## config.mk

```make
export PLATFORM = sky130hd
export DESIGN_NAME = nn_mat_loader
export DESIGN_NICKNAME = d
export VERILOG_FILES = /design/src/rtl/nn_mat_loader.sv
export SDC_FILE = /design/constraint.sdc
export NUM_CORES = 1
export LEC_CHECK = 0
export CAP_MARGIN = 20
export CORE_MARGIN = 1.5
export CORE_UTILIZATION = 43
export CTS_BUF_LIST = sky130_fd_sc_hd__clkbuf_8
export DETAILED_ROUTE_END_ITERATION = 16
export PLACE_DENSITY = 0.85
export REMOVE_ABC_BUFFERS = 1
export SKIP_CTS_REPAIR_TIMING = 1
export SYNTH_ARGS = -nofsm -noshare
export SYNTH_HDL_FRONTEND = slang
export SYNTH_SLANG_ARGS = --single-unit
```

## constraint.sdc

```tcl
create_clock -name wb_clk_i -period 2.5 [get_ports wb_clk_i]
set_clock_uncertainty 0.1 [all_clocks]
set_input_delay 0.5 -clock wb_clk_i [delete_from_list [all_inputs] [get_ports wb_clk_i]]
set_output_delay 0.5 -clock wb_clk_i [all_outputs]
set_load 0.005 [all_outputs]
```

## src/rtl/nn_mat_loader.sv

```systemverilog
// Purpose : host-side sequencer that streams signed words into the 2x2 predictor's
//           matrix-load pins and captures its 3-bit decision afterwards.
// Latency : one write cycle per accepted word, issued the cycle after the handshake;
//           result_valid pulses SETTLE_CYCLES+1 cycles after the final handshake edge.
// Backpr. : in_ready is high only in LOAD without abort; words are accepted at full
//           rate, and gaps on in_valid simply produce idle (mat_sel = 11) cycles.
//
// Ports:
//   wb_clk_i, wb_rst_n        clock and synchronous active-low reset
//   start, reload_weights     begin a sequence (12 words if reload_weights, else 4)
//   abort                     cancel a sequence in LOAD or SETTLE
//   in_valid/in_ready/in_data word stream in
//   mat_sel, adr, w2          predictor write pins (mat_sel 2'b11 = no write)
//   decision_in               predictor decision
//   result, result_valid      captured decision and its one-cycle strobe
//   busy                      sequencer not idle
module nn_mat_loader #(
    parameter int DATA_W        = 21,
    parameter int SETTLE_CYCLES = 2
) (
    input  logic              wb_clk_i,
    input  logic              wb_rst_n,
    input  logic              start,
    input  logic              reload_weights,
    input  logic              abort,
    input  logic              in_valid,
    output logic              in_ready,
    input  logic [DATA_W-1:0] in_data,
    output logic [1:0]        mat_sel,
    output logic [1:0]        adr,
    output logic [DATA_W-1:0] w2,
    input  logic [2:0]        decision_in,
    output logic [2:0]        result,
    output logic              result_valid,
    output logic              busy
);

    typedef enum logic [1:0] {
        IDLE   = 2'd0,
        LOAD   = 2'd1,
        SETTLE = 2'd2,
        DONE   = 2'd3
    } state_t;

    state_t     state;
    state_t     state_nxt;
    logic [3:0] word_cnt;
    logic [3:0] total;
    logic [3:0] settle_cnt;
    logic       hs;
    logic       last_word;

    // State register
    always_ff @(posedge wb_clk_i) begin
        if (!wb_rst_n) begin
            state <= IDLE;
        end else begin
            state <= state_nxt;
        end
    end

    // Next-state and combinational outputs
    always_comb begin
        state_nxt = state;
        in_ready  = (state == LOAD) && !abort;
        hs        = in_valid && in_ready;
        last_word = (word_cnt == (total - 4'd1));
        busy      = (state != IDLE);

        case (state)
            IDLE: begin
                if (start) begin
                    state_nxt = LOAD;
                end
            end
            LOAD: begin
                if (abort) begin
                    state_nxt = IDLE;
                end else if (hs && last_word) begin
                    state_nxt = SETTLE;
                end
            end
            SETTLE: begin
                // Counter holds 1 on the edge that completes SETTLE_CYCLES
                // cycles since the final handshake.
                if (abort) begin
                    state_nxt = IDLE;
                end else if (settle_cnt <= 4'd1) begin
                    state_nxt = DONE;
                end
            end
            DONE: begin
                state_nxt = IDLE;
            end
            default: begin
                state_nxt = IDLE;
            end
        endcase
    end

    // Datapath and registered outputs
    always_ff @(posedge wb_clk_i) begin
        if (!wb_rst_n) begin
            mat_sel      <= 2'b11;
            adr          <= 2'b00;
            w2           <= '0;
            result       <= 3'd0;
            result_valid <= 1'b0;
            word_cnt     <= 4'd0;
            total        <= 4'd0;
            settle_cnt   <= 4'd0;
        end else begin
            // A write lasts exactly one cycle; every other cycle is idle.
            mat_sel      <= 2'b11;
            result_valid <= 1'b0;

            case (state)
                IDLE: begin
                    if (start) begin
                        word_cnt <= 4'd0;
                        total    <= reload_weights ? 4'd12 : 4'd4;
                    end
                end
                LOAD: begin
                    if (hs) begin
                        mat_sel <= word_cnt[3:2];
                        adr     <= word_cnt[1:0];
                        w2      <= in_data;
                        if (last_word) begin
                            settle_cnt <= 4'(SETTLE_CYCLES);
                        end else begin
                            word_cnt <= word_cnt + 4'd1;
                        end
                    end
                end
                SETTLE: begin
                    if (!abort) begin
                        settle_cnt <= settle_cnt - 4'd1;
                    end
                end
                DONE: begin
                    result       <= decision_in;
                    result_valid <= 1'b1;
                end
                default: begin
                end
            endcase
        end
    end

endmodule

```

==> results.yml <==
outcome:
  status: "finished, final reports clean"
critical_path:
  critPathBufInv: 2
  crit_chain: "clkdlybuf4s50_1 > nor3b_2 > clkdlybuf4s50_1"
  cp-start-kind: "primary input"
  path_class: "in -> out"
  cp_max_fo: 2
  arrival_ns: 1.70
  crit_path_end_kind: "primary output"
  critical-path-top-delay-family: "buffers and inverters"
  cp.required_ns: 1.90
  critPathMostFrequentCell: "clkdlybuf4s50_1"
  cp_slowest_cell: "clkdlybuf4s50_1"
  cpPeakStageDelay_ns: 0.54
sta:
  finalCritPeriodShare_pct: 92.02
  slew_headroom_pct: 66.86
  fin_crit_ns: 2.301
  tightest_slew_ns: 0.4875
  worst_slack_ns: 0.1995
  rsz0062_at_grt: "no"
  setup_viol: 0
  fin_tns_setup_ns: 0
  hold_violations: 0
  drv_slew: 0
  timing.fmax_mhz: 434.7
clock_tree:
  clk_path_buf_depth: 2
  clock-sinks: 41
  cts_buffers: 5
  clk-insertion-delay-late_ns: 0.28
  tritoncts: "done"
  cts_htree_levels: 2
  root_buffer: "clkbuf_8"
  clk_pin_slew_ns: 0.07
floorplanning:
  die_area_um2: 4368
  start_util_pct: 45.72
  rows: 22
  die_w_um: 66.09
  core_area_um2: 3744
  dieHeight_um: 66.09
  io_pins: 61
grt:
  grtUsageTotal_pct: 18.46
  antenna_found_initial: 0
  grt_max_degree: 24
  grt_pass1_vias: 1402
  grt_pass1_wl_mm: 6.320
  gr-total-overflow: 0
yosys:
  synth_most_common_cell: "nand2_1"
  synthTopCellsByArea: "dfxtp_1 (48%), a21boi_0 (12%), nand2_1 (12%)"
  yosys-top-cells-count: "nand2_1 (54), dfxtp_1 (41), a21boi_0 (27), clkbuf_1 (7), nand3_1 (5)"
  synth_top_area_share_pct: 47.95
  synthesis.instances: 191
  synth-edff-count: 0
  yosysUniqueCellTypes: 40
  synth_largest_area_cell: "dfxtp_1"
  synth-async-reset-ratio_pct: 0
  mappedNetlistArea_um2: 1712
  synth-seq-cells: 41
  avgSynthCellArea_um2: 8.961
  yosysWarnings: 0
  seq_area_frac_synth_pct: 47.95
  synth_ff_type: "dfxtp_1"
detailed_routing:
  viasPerCell: 4.967
  drtAntennaViolNets: 0
  vias: 1500
  route.detailed.drc: 0
  drtPass1Iterations: 4
  wl_mm: 3.732
  drtIter0Drc: 102
  wire_per_inst_um: 12.36
placement:
  numPlacedInstances: 295
  dpl_cell_area_um2: 2372
  port_buffers: 60
  dp_slack_ns: 0.2031
  dp_hpwl_mm: 2.658
  place.gp.congestion: 0.7813
layout:
  n_antenna_cell: 0
  instances_no_fill: 302
  area_growth_pct: 43.86
  drive_gt1_share_pct: 8.268
  fin_nets: 287
  postLayoutCellArea_um2: 2462
  final_util_pct: 65.78
pwr:
  leakage_nw: 0.8578
  ir_worst_vdd_v: 0.0003667
  power_density_nw_per_um2: 503.5
run:
  max_cap_violations: 0
worst_hold_path:
  holdCritPathClass: "reg -> reg"
metrics by stage:
stage	total power [W]	hold slack, ns
floorplan	0.0007294	0.3541
global placement	0.0008211	0.3487
detailed placement	0.0008233	0.3559
CTS	0.001255	0.3666
global route	0.001302	0.3829
finish	0.001240	0.3628
where the power goes:
part           switching, W  internal, W
clock              0.000214     0.000218
combinational     0.0000468    0.0000861
sequential       0.00000882     0.000666
cells by family after synthesis:
logic type	count (synthesis)	synth area share [%]
compound gates	42	17.84
xor+xnor	4	2.047
fa+ha+maj	3	2.193
buf+inv	15	3.948
flops	41	47.95
mux	2	1.389
simple gates	84	24.63
metal layers:
| metal | vias to the layer above | global-route usage [%] | share of wire, % |
|---|---|---|---|
| li1 | 769 | - | - |
| met3 | 4 | 5.111 | 8.1 |
| met2 | 52 | 30.50 | 45 |
| met5 | - | 0 | 0 |
| met1 | 675 | 23.09 | 45 |
| met4 | 0 | 6.122 | 1.0 |
cell usage in the layout (no fill, tap or decap), drive strengths merged:
cell type,instances
clkdlybuf4s50,60
nand2,55
dfxtp,41
a21boi,28
buf,7
clkbuf,6
nand3,5
inv,4
nand3b,4
xnor2,4
and3,4
o211ai,3
o21ai,3
ha,3
nand4,2
nor2b,2
or3,2
a21oi,2
nor3b,2
mux2i,2
or2,1
and4bb,1
nand2b,1
or4,1
or3b,1
nor4,1
o21a,1
o31ai,1
o2111a,1
nor3,1
a21o,1
nor2,1
a22oi,1
a31oi,1
clkinvlp,1
flip-flops by register name (all words and copies together), names as in the netlist:
name	flops
w2	21
settle_cnt	4
word_cnt	4
result	3
adr	2
mat_sel	2
state	2
total	2
result_valid	1
worst min-delay path: cells and delay by family (launching register included):
kind | cells | cell delay [ns]
compound gates | 1 | 0.06
flops | 1 | 0.31
simple gates | 1 | 0.04
worst paths after layout:
path | start | end | slack [ns] | cells past startpoint
worst max-delay path | abort | in_ready | 0.20 | 3
worst max register to register | word_cnt[0] | settle_cnt[0] | 0.76 | 5
worst min-delay path | w2[19] | w2[19] | 0.36 | 2
worst min register to register | w2[19] | w2[19] | 0.36 | 2
layout make-up:
cell class                 count  area [um^2]
inverter                       4        15.01
tap                           48        60.06
multi-input combinational    135        823.3
sequential                    41        820.8
timing repair buffer          67        653.1
clock inverter                 1        7.507
clock buffer                   6        82.58
fill                         327         1281
(Power assumes the default switching activity.)
